--- src/rtl/vec_mem_responder_if.sv ---
// Request/memory/response signal bundle for vec_mem_responder.
// The responder uses the slave modport; the requester and RAM use the master modport.
interface vec_mem_responder_if #(
    parameter int LANES  = 16,
    parameter int DATA_W = 8,
    parameter int ADDR_W = 19
);
    logic                      req_valid;
    logic                      req_ready;
    logic                      req_write;
    logic [ADDR_W-1:0]         req_addr;
    logic [LANES*DATA_W-1:0]   req_wdata;
    logic [ADDR_W-1:0]         mem_addr;
    logic                      mem_we;
    logic                      mem_re;
    logic [DATA_W-1:0]         mem_wdata;
    logic [DATA_W-1:0]         mem_rdata;
    logic                      resp_valid;
    logic [LANES*DATA_W-1:0]   resp_rdata;

    modport slave (
        input  req_valid, req_write, req_addr, req_wdata, mem_rdata,
        output req_ready, mem_addr, mem_we, mem_re, mem_wdata, resp_valid, resp_rdata
    );

    modport master (
        output req_valid, req_write, req_addr, req_wdata, mem_rdata,
        input  req_ready, mem_addr, mem_we, mem_re, mem_wdata, resp_valid, resp_rdata
    );
endinterface

--- src/rtl/vec_mem_responder.sv ---
// Serialises one vector load/store burst into LANES single-word RAM accesses,
// then pulses resp_valid; loads gather the read words into resp_rdata.
module vec_mem_responder #(
    parameter int LANES  = 16,
    parameter int DATA_W = 8,
    parameter int ADDR_W = 19
) (
    input  logic               clk,
    input  logic               rst,
    vec_mem_responder_if.slave bus
);
    localparam int                IDX_W    = $clog2(LANES);
    localparam int                VEC_W    = LANES * DATA_W;
    localparam logic [IDX_W-1:0]  LAST_IDX = IDX_W'(LANES - 1);

    typedef enum logic [2:0] {IDLE, WRITE, READ, DRAIN, DONE} state_e;

    state_e            state_q, state_d;
    logic [IDX_W-1:0]  idx_q,   idx_d;
    logic [ADDR_W-1:0] addr_q,  addr_d;
    logic [VEC_W-1:0]  wvec_q,  wvec_d;
    logic [DATA_W-1:0] wbyte_q, wbyte_d;
    logic [VEC_W-1:0]  rvec_q,  rvec_d;

    always_comb begin
        // NOTE: every next-state and output gets a default here, so no branch can infer a latch.
        state_d         = state_q;
        idx_d           = idx_q;
        addr_d          = addr_q;
        wvec_d          = wvec_q;
        wbyte_d         = wbyte_q;
        rvec_d          = rvec_q;
        bus.req_ready   = 1'b0;
        bus.mem_we      = 1'b0;
        bus.mem_re      = 1'b0;
        bus.resp_valid  = 1'b0;

        case (state_q)
            IDLE: begin
                bus.req_ready = 1'b1;
                if (bus.req_valid) begin
                    idx_d  = '0;
                    addr_d = bus.req_addr;
                    wvec_d = bus.req_wdata;
                    if (bus.req_write) begin
                        wbyte_d = bus.req_wdata[DATA_W-1:0];
                        state_d = WRITE;
                    end else begin
                        state_d = READ;
                    end
                end
            end
            WRITE: begin
                bus.mem_we = 1'b1;
                if (idx_q == LAST_IDX) begin
                    state_d = DONE;
                end else begin
                    idx_d   = idx_q + 1'b1;
                    addr_d  = addr_q + 1'b1;
                    wbyte_d = wvec_q[int'(idx_d) * DATA_W +: DATA_W];
                end
            end
            READ: begin
                bus.mem_re = 1'b1;
                // RAM data lags the strobe by one cycle, so this cycle returns the previous lane.
                if (idx_q != '0) begin
                    rvec_d[(int'(idx_q) - 1) * DATA_W +: DATA_W] = bus.mem_rdata;
                end
                if (idx_q == LAST_IDX) begin
                    state_d = DRAIN;
                end else begin
                    idx_d  = idx_q + 1'b1;
                    addr_d = addr_q + 1'b1;
                end
            end
            DRAIN: begin
                rvec_d[int'(LAST_IDX) * DATA_W +: DATA_W] = bus.mem_rdata;
                state_d = DONE;
            end
            DONE: begin
                bus.resp_valid = 1'b1;
                state_d        = IDLE;
            end
            default: state_d = IDLE;
        endcase
    end

    // NOTE: state registers use non-blocking assignments so every flop samples pre-edge values.
    always_ff @(posedge clk or posedge rst) begin
        if (rst) begin
            state_q <= IDLE;
            idx_q   <= '0;
            addr_q  <= '0;
            wvec_q  <= '0;
            wbyte_q <= '0;
            rvec_q  <= '0;
        end else begin
            state_q <= state_d;
            idx_q   <= idx_d;
            addr_q  <= addr_d;
            wvec_q  <= wvec_d;
            wbyte_q <= wbyte_d;
            rvec_q  <= rvec_d;
        end
    end

    // Address and write data are registered so they hold their last value outside bursts.
    assign bus.mem_addr   = addr_q;
    assign bus.mem_wdata  = wbyte_q;
    assign bus.resp_rdata = rvec_q;
endmodule

--- src/flat_wrapper.sv ---
// flat-port wrapper written by rule: the top's interface ports become plain ports
module vec_mem_responder_flat 
#(
    parameter int LANES  = 16,
    parameter int DATA_W = 8,
    parameter int ADDR_W = 19
)
  (clk, rst, bus_req_valid, bus_req_write, bus_req_addr, bus_req_wdata, bus_mem_rdata, bus_req_ready, bus_mem_addr, bus_mem_we, bus_mem_re, bus_mem_wdata, bus_resp_valid, bus_resp_rdata);
  vec_mem_responder_if #(.LANES(LANES), .DATA_W(DATA_W), .ADDR_W(ADDR_W)) bus_i ();
  input  logic clk;
  input  logic rst;
  input wire logic [$bits(bus_i.req_valid)-1:0] bus_req_valid;
  input wire logic [$bits(bus_i.req_write)-1:0] bus_req_write;
  input wire logic [$bits(bus_i.req_addr)-1:0] bus_req_addr;
  input wire logic [$bits(bus_i.req_wdata)-1:0] bus_req_wdata;
  input wire logic [$bits(bus_i.mem_rdata)-1:0] bus_mem_rdata;
  output wire logic [$bits(bus_i.req_ready)-1:0] bus_req_ready;
  output wire logic [$bits(bus_i.mem_addr)-1:0] bus_mem_addr;
  output wire logic [$bits(bus_i.mem_we)-1:0] bus_mem_we;
  output wire logic [$bits(bus_i.mem_re)-1:0] bus_mem_re;
  output wire logic [$bits(bus_i.mem_wdata)-1:0] bus_mem_wdata;
  output wire logic [$bits(bus_i.resp_valid)-1:0] bus_resp_valid;
  output wire logic [$bits(bus_i.resp_rdata)-1:0] bus_resp_rdata;
  assign bus_i.req_valid = bus_req_valid;
  assign bus_i.req_write = bus_req_write;
  assign bus_i.req_addr = bus_req_addr;
  assign bus_i.req_wdata = bus_req_wdata;
  assign bus_i.mem_rdata = bus_mem_rdata;
  assign bus_req_ready = bus_i.req_ready;
  assign bus_mem_addr = bus_i.mem_addr;
  assign bus_mem_we = bus_i.mem_we;
  assign bus_mem_re = bus_i.mem_re;
  assign bus_mem_wdata = bus_i.mem_wdata;
  assign bus_resp_valid = bus_i.resp_valid;
  assign bus_resp_rdata = bus_i.resp_rdata;
  vec_mem_responder #(.LANES(LANES), .DATA_W(DATA_W), .ADDR_W(ADDR_W)) u_core (.clk(clk), .rst(rst), .bus(bus_i));
endmodule
--- config.mk ---
export PLATFORM = sky130hd
export DESIGN_NAME = vec_mem_responder_flat
export DESIGN_NICKNAME = d
export VERILOG_FILES = /design/src/rtl/vec_mem_responder_if.sv /design/src/rtl/vec_mem_responder.sv /design/src/flat_wrapper.sv
export SDC_FILE = /design/constraint.sdc
export NUM_CORES = 1
export LEC_CHECK = 0
export ABC_AREA = 1
export CAP_MARGIN = 10
export CORE_MARGIN = 2
export CORE_UTILIZATION = 50
export DETAILED_ROUTE_END_ITERATION = 6
export HOLD_SLACK_MARGIN = 0.03
export MAX_ROUTING_LAYER = met4
export PLACE_DENSITY_LB_ADDON = 0.12
export SKIP_LAST_GASP = 1
export SLEW_MARGIN = 20
export SYNTH_ARGS = -nofsm -noshare
export SYNTH_HDL_FRONTEND = slang
export SYNTH_SLANG_ARGS = --single-unit
--- constraint.sdc ---
create_clock -name clk -period 15.5 [get_ports clk]
set_input_delay 4.65 -clock clk [delete_from_list [all_inputs] [get_ports clk]]
set_output_delay 4.65 -clock clk [all_outputs]
set_load 0.1 [all_outputs]
# [Word-level counts from Yosys, hierarchy flattened]
# Index checks and enable logic that the tools add are counted.
[totals] ff_bits=290
[op_classes] eq_ne=12 shift=3 n_reduce_logical=12 add_sub_neg=4 n_mux=22
[op_table] cell="$bwmux 128" count=1
[op_table] cell="$mux 128" count=1
[op_table] cell="$shift 8x33->128 const A" count=1
[op_table] cell="$shiftx 128x8->8" count=1
[op_table] cell="$shiftx 8x33->128" count=1
[op_table] cell="$mux 19" count=2
[op_table] cell="$pmux 19 s2" count=1
[op_table] cell="$neg 32->33" count=1
[op_table] cell="$pmux 8 s2" count=2
[op_table] cell="$mux 8" count=3
[op_table] cell="$add 19x1->19 const B" count=1
[op_table] cell="$pmux 3 s4" count=1
[op_table] cell="$mux 3" count=3
[op_table] cell="$mux 4" count=2
[op_table] cell="$ne 2x2->1 const B" count=4
[op_table] cell="$pmux 4 s2" count=1
[op_table] cell="$eq 3x2->1 const B" count=2
[op_table] cell="$ne 2x1->1 const B" count=3
[op_table] cell="$reduce_and 2->1" count=3
[op_table] cell="$reduce_and 3->1" count=2
[op_table] cell="$reduce_bool 2->1" count=3
[op_table] cell="$sub 4x1->5 const B" count=1
[op_table] cell="$add 4x1->4 const B" count=1
[op_table] cell="$eq 4x4->1 const B" count=1
[op_table] cell="other kinds (8)" count=11

# [Logic depth before layout (Yosys ltp)]
# Gate-level depths: netlist of the first run.
[logic_depth] ltp_word=6 mapped_depth=22 mapped_depth_nobuf=19

# [Worst setup path after synthesis of the first run]
# Ideal clock, no wire load.
[synth_timing] path_type="register to output" from="reg u_core.state_q[0]" to="out bus_resp_valid" required_ns=10.850 n_path_buf=0 path_stages_with_launch=4 path_slack_ns=9.096 t_arrival_ns=1.754 path_cell_list="dfrtp_1 > inv_1 > nand2_1 > nor2_1"
[synth_via] elab_chain_cells=2
[synth_rtl] element="start: declaration" line_no="vec_mem_responder.sv:18" rtl="state_e state_q, state_d;"
[synth_rtl] element="start signal: assignment" line_no="vec_mem_responder.sv:98" rtl="state_q <= state_d;"
[synth_rtl] element="$eq 3x3->1" line_no="vec_mem_responder.sv:38" rtl="case (state_q)"
[synth_rtl] element="$mux 1" line_no="vec_mem_responder.sv:38"
[synth_rtl] element="end: declaration" line_no="flat_wrapper.sv:22" rtl="output wire logic [$bits(bus_i.resp_valid)-1:0] bus_resp_valid;"
# Every way passes these cells.

# [Final worst setup path of the first run]
[layout_timing] from="reg u_core.state_q[2]" to="out bus_mem_we"
[layout_via] elab_chain_cells=2
[layout_rtl] element="$eq 3x1->1" line_no="vec_mem_responder.sv:38"
[layout_rtl] element="$mux 1" line_no="vec_mem_responder.sv:38"
[layout_rtl] element="end: declaration" line_no="flat_wrapper.sv:19" rtl="output wire logic [$bits(bus_i.mem_we)-1:0] bus_mem_we;"
# Every way passes these cells.

==> flow_metrics.py, run 1 <==
metrics = {
    "finish": {
        "fin_nets": 2232,
        "mostFrequentLayoutCells": "669 x nand2_1, 317 x clkdlybuf4s50_1, 289 x dfrtp_1, 171 x nand3_1, 149 x inv_1",
        "areaGrowthSynthToFinish_pct": 31.9,
        "fin_util_pct": 67.2,
        "final_common_cell": "nand2_1",
        "drive_gt1_share_pct": 3.74,
    },
    "drt": {
        "drt_wl_total_um": 39600,
        "drtAntennaViolNets": 0,
        "drc": 0,
        "viasPerCell": 5.30,
        "detailroute.via_count": 12900,
        "drt_iter0_drc": 1406,
        "firstDrtPassIters": 6,
        "wl_per_cell_um": 16.3,
    },
    "sta": {
        "fmax_mhz": 133,
        "finClkSkew_ps": 9.11,
        "finalCritPeriodShare_pct": 48.6,
        "rsz0062_at_grt": "no",
        "slew_headroom_pct": 27.7,
        "tightest_slew_ps": 1080,
        "setup_violations": 0,
        "report.final.hold_viol_count": 0,
        "min_period_ps": 7530,
        "setup_tns_ps": 0,
        "drv_slew": 0,
    },
    "clock_network": {
        "cts.clk_slew.worst_paths_ps": 60,
        "clk_path_buf_depth": 3,
        "cts_tree": "done",
        "clockRootBuffer": "clkbuf_16",
        "post_cts_buffers": 0,
        "worstSkewPairLatency_ps": 540,
        "cts.sinks": 290,
        "cts_buffers": 31,
        "post_cts_resized": 0,
        "cts.htree.levels": 1,
        "hold_buffers": 0,
    },
    "floorplan": {
        "start_util_pct": 51.0,
        "pin_count": 318,
        "core_area_um2": 27000,
        "die_area_um2": 28900,
        "rows": 60,
        "dieWidth_um": 170,
        "die_h_um": 170,
    },
    "worst_setup_path": {
        "cp-start-kind": "flip-flop",
        "arrival_ps": 2880,
        "critPathKind": "reg -> out",
        "rrSetupSlack_ps": 11090,
        "rr_worst_depth": 19,
        "crit_fanout": 11,
        "reg2reg_to": "u_core.bus.resp_rdata[81]$_DFFE_PP0P_",
        "startpoint": "u_core.state_q[2]$_DFFE_PP0P_",
        "cp_data_required_time_ps": 10850,
        "r2r_start": "u_core.idx_q[0]$_DFFE_PP0P_",
        "cp-end-kind": "output pin",
    },
    "min_path": {
        "hold_depth": 2,
        "min_from": "u_core.wvec_q[108]$_DFFE_PP0P_",
        "hold_end": "u_core.wvec_q[108]$_DFFE_PP0P_",
        "holdCritPathClass": "reg -> reg",
    },
    "global_route": {
        "track_usage_pct": 28.4,
        "use_met3_pct": 3.35,
        "grt-busiest-layer": "met2",
        "grt_pass1_vias": 12300,
        "use_met2_pct": 44.6,
        "antenna_found_initial": 1,
        "grt_overflow": 0,
        "grt_pass1_wl_um": 63500,
        "grtUsageMet1_pct": 39.1,
        "grt_max_degree": 144,
    },
    "power_and_ir_drop": {
        "p_per_area_nw_per_um2": 243,
        "leakage_nw": 8.41,
        "total_power_mw": 4.42,
        "peakVddDrop_mv": 0.145,
    },
    "synth": {
        "syn-num-nets": 1958,
        "yosysWarnings": 0,
        "syn_inst": 1789,
        "synthesis.area_per_instance_um2": 7.70,
        "yosysUniqueCellTypes": 30,
        "synth_area_um2": 13800,
        "ys_ff_latch": 290,
        "ys_seq_area_share_pct": 52.7,
    },
    "placement": {
        "port_buffers": 317,
        "gp_congestion": 0.925,
        "hpwl_um": 28100,
    },
    "flow_run": {
        "cap_violations": 0,
    },
    "outcome": {
        "status": "finished clean",
    },
}
==> worst max path at each step <==
stage	end	slack, ps	cells past startpoint
after CTS	bus_mem_we	7980	4
final	bus_mem_we	7970	4
after floorplan	u_core.bus.mem_addr[0]$_DFFE_PP0P_	2840	1
after global placement	u_core.wvec_q[20]$_DFFE_PP0P_	7630	4
after detailed placement	u_core.wvec_q[20]$_DFFE_PP0P_	7630	4
after global routing	bus_mem_we	7770	5
==> final cells by class <==
cell class / instances / area, µm²
flip-flops and latches: 290 / 7260
diodes: 1 / 2.50
repair buffers: 326 / 3260
inverters: 160 / 608
well taps: 341 / 427
clock buffers: 50 / 987
fillers: 2324 / 8860
clock inverters: 4 / 45.0
multi-input cells: 1254 / 5580
==> routing by layer <==
layer	part of all wire (%)	up-vias
met5	0	-
met4	2.9	0
met3	6.4	69
met2	47	499
met1	44	6043
li1	-	6256
==> flip-flops by register name, indices dropped and copies added (netlist names) <==
| name | count |
|---|---|
| u_core.bus.resp_rdata | 128 |
| u_core.wvec_q | 128 |
| u_core.bus.mem_addr | 19 |
| u_core.bus.mem_wdata | 8 |
| u_core.idx_q | 4 |
| u_core.state_q | 3 |
==> stage by stage <==
step	area [µm²]	cells	hold slack [ps]	worst slack, ps
5_1_grt	18200	2426	485	7770
6_report	18200	2426	465	7970
3_5_place_dp	17100	2370	456	7630
3_3_place_gp	17100	2370	448	7630
2_1_floorplan	13800	1789	437	2840
4_1_cts	18100	2424	471	7980
==> worst max-delay path, stage by stage, from the launching register on <==
cell and delay [ps]:
dfrtp_1 400, nor2_1 150, nand2_1 280, clkinv_1 280, clkdlybuf4s50_1 1220
==> cells in the mapped netlist, drive strengths merged <==
library cell / instances / share of area (%)
a22oi: 2 / 0.11
a31oi: 2 / 0.091
ha: 10 / 0.91
xnor2: 1 / 0.064
o22ai: 7 / 0.32
xor2: 5 / 0.32
a21oi: 47 / 1.7
buf: 25 / 0.98
nand4: 11 / 0.50
nand3: 172 / 6.3
or2: 1 / 0.045
nand2: 673 / 18
clkbuf: 60 / 1.6
nor2: 123 / 3.4
inv: 154 / 4.2
dfrtp: 290 / 53
o21ai: 148 / 5.4
clkinv: 6 / 0.16
nand3b: 1 / 0.055
nor3: 10 / 0.53
o211ai: 41 / 2.2
==> cells by family after synthesis <==
group / after synthesis / synth area share (%)
xor gates and xnor gates: 6 / 0.382
AOI/OAI and AO/OA: 247 / 9.84
adders and majority gates: 10 / 0.908
buffers and inverters: 245 / 6.98
DFF: 290 / 52.7
and+or+nand+nor: 991 / 29.2
==> where the power goes <==
part           internal [mW]  leakage, nW  switching, mW
Combinational          0.598         4.71           1.87
Sequential              1.04         3.18          0.171
Clock                  0.446        0.514          0.291
Note: power is estimated with default switching activity, not from simulation.
==> run 2: changes to the inputs <==
==> constraint.sdc (replaced) <==
create_clock -name clk -period 7 [get_ports clk]
set_input_delay 2.1 -clock clk [delete_from_list [all_inputs] [get_ports clk]]
set_output_delay 2.1 -clock clk [all_outputs]
set_load 0.1 [all_outputs]
==> run 2 against run 1 <==
  * Worst setup slack lost 5900 ps
  * Sequential share of layout area about the same
  * Cell area about the same
  * Clock-buffer cell count down 1
  * Global-route usage down 0.14 points
  * Largest power group unchanged
  * Wire length grew 0.11%
  * Clock skew is 10 ps higher
==> flow_metrics.py, run 2 (same netlist as run 1, synthesis figures left out) <==
metrics = {
    "clock_network": {
        "cts.sinks": 290,
        "post_cts_resized": 0,
        "post_cts_buffers": 0,
        "worstSkewPairLatency_ps": 560,
        "cts_tree": "done",
        "cts_buffers": 31,
        "clk_path_buf_depth": 3,
        "hold_buffers": 0,
        "cts.htree.levels": 1,
        "clockRootBuffer": "clkbuf_16",
        "cts.clk_slew.worst_paths_ps": 60,
    },
    "drt": {
        "viasPerCell": 5.29,
        "drtAntennaViolNets": 0,
        "firstDrtPassIters": 6,
        "drt_wl_total_um": 39600,
        "drc": 0,
        "detailroute.via_count": 12800,
        "wl_per_cell_um": 16.3,
        "drt_iter0_drc": 1362,
    },
    "sta": {
        "fmax_mhz": 203,
        "tightest_slew_ps": 1080,
        "fin_hold_ws_ps": 464,
        "finalCritPeriodShare_pct": 70.3,
        "setup_violations": 0,
        "drv_slew": 0,
        "rsz0062_at_grt": "no",
        "setup_tns_ps": 0,
        "min_period_ps": 4920,
        "finClkSkew_ps": 19.4,
        "report.final.hold_viol_count": 0,
        "slew_headroom_pct": 27.7,
    },
    "power_and_ir_drop": {
        "pwr-share-seq_pct": 27.4,
        "p_per_area_nw_per_um2": 539,
        "combPwrFrac_pct": 55.9,
        "switching_power_mw": 5.17,
        "internal_power_mw": 4.62,
        "p_clk_share_pct": 16.7,
        "leakage_nw": 8.38,
        "p_sw_share_pct": 52.8,
        "peakVddDrop_mv": 0.302,
    },
    "worst_setup_path": {
        "crit_fanout": 11,
        "cp-start-kind": "flip-flop",
        "cp-end-kind": "output pin",
        "cp_data_required_time_ps": 4900,
        "slowest_delay_ps": 1230,
        "cp_slowest_cell": "clkdlybuf4s50_1",
        "critPathKind": "reg -> out",
        "arrival_ps": 2820,
        "cp_cell_sequence": "nor2_1 > nand2_1 > clkinv_1 > clkdlybuf4s50_1",
    },
    "finish": {
        "areaGrowthSynthToFinish_pct": 31.8,
        "mostFrequentLayoutCells": "669 x nand2_1, 317 x clkdlybuf4s50_1, 289 x dfrtp_1, 171 x nand3_1, 149 x inv_1",
        "fillers": 2313,
        "multi_input_area_um2": 5580,
        "ff_latch_area_um2": 7260,
        "drive_gt1_share_pct": 3.50,
        "fin_nets": 2233,
        "fin_util_pct": 67.2,
        "final_common_cell": "nand2_1",
    },
    "global_route": {
        "track_usage_pct": 28.2,
        "grt_max_degree": 148,
        "grt_overflow": 0,
        "antenna_found_initial": 1,
        "grt_pass1_wl_um": 63100,
        "grt_pass1_vias": 12300,
    },
    "floorplan": {
        "pin_count": 318,
        "core_area_um2": 27000,
        "rows": 60,
        "start_util_pct": 51.0,
        "dieWidth_um": 170,
        "die_h_um": 170,
        "die_area_um2": 28900,
    },
    "min_path": {
        "holdCritPathClass": "reg -> reg",
    },
    "flow_run": {
        "cap_violations": 0,
    },
    "outcome": {
        "status": "finished clean",
    },
    "placement": {
        "gp_congestion": 0.943,
        "port_buffers": 317,
        "hpwl_um": 28300,
    },
}
[run 2: cell types whose count changed in the layout (fill, tap and decap cells not counted), sizes merged]
cell,change
bufinv,+2
clkinvlp,+2
buf,+1
clkbuf,-1
clkinv,-1
[run 2: worst paths after layout]
path | slack [ps] | depth (start not counted) | end | start
worst max-delay path | 2080 | 4 | bus_mem_we | u_core.state_q[2]$_DFFE_PP0P_
worst min-delay path | 460 | 2 | u_core.wvec_q[46]$_DFFE_PP0P_ | u_core.wvec_q[46]$_DFFE_PP0P_
worst max register to register | 2670 | 19 | u_core.bus.resp_rdata[81]$_DFFE_PP0P_ | u_core.idx_q[0]$_DFFE_PP0P_
worst min register to register | 460 | 2 | u_core.wvec_q[46]$_DFFE_PP0P_ | u_core.wvec_q[46]$_DFFE_PP0P_
max in group asynchronous | 4240 | 3 | u_core.wvec_q[26]$_DFFE_PP0P_ | rst
min in group asynchronous | 2130 | 3 | u_core.bus.resp_rdata[66]$_DFFE_PP0P_ | rst
[run 2: power by group through the flow]
stage / registers (mW) / logic [mW] / clock network (mW)
6_report: 2.69 / 5.47 / 1.63
5_1_grt: 2.75 / 5.91 / 1.72
4_1_cts: 2.68 / 5.46 / 1.66
3_5_place_dp: 2.70 / 5.44 / 0
3_3_place_gp: 2.68 / 5.36 / 0
2_1_floorplan: 4.36 / 2.35 / 0
[run 2: critical path, delay by kind of cell, from the launching register on]
family | cells | cell delay [ps]
buf+inv | 2 | 1470
flops | 1 | 400
simple gates | 2 | 390
[run 2: metal layers]
| layer | up-vias | wire length (µm) | global-route usage (%) |
|---|---|---|---|
| li1 | 6261 | - | - |
| met1 | 5996 | 17000 | 37.3 |
| met2 | 495 | 18700 | 45.7 |
| met3 | 92 | 2650 | 3.84 |
| met4 | 0 | 1310 | 8.73 |
| met5 | - | 0 | - |
[run 2: layout make-up]
class / count / share of cell area, %
clock inverters: 7 / 0.641
clock buffers: 49 / 4.92
well taps: 341 / 2.35
multi-input cells: 1254 / 30.7
flip-flops and latches: 290 / 40.0
diodes: 1 / 0.0138
repair buffers: 327 / 18.0
inverters: 160 / 3.33
[run 2: per-stage QoR]
| stage | instance area, µm² | total power [mW] | cells | setup WS, ps |
|---|---|---|---|---|
| detailed placement | 17100 | 8.14 | 2372 | 2700 |
| floorplan | 13800 | 6.71 | 1789 | 1050 |
| global route | 18200 | 10.4 | 2429 | 1890 |
| finish | 18200 | 9.79 | 2429 | 2080 |
| CTS | 18100 | 9.80 | 2428 | 2090 |
| global placement | 17100 | 8.04 | 2372 | 2710 |
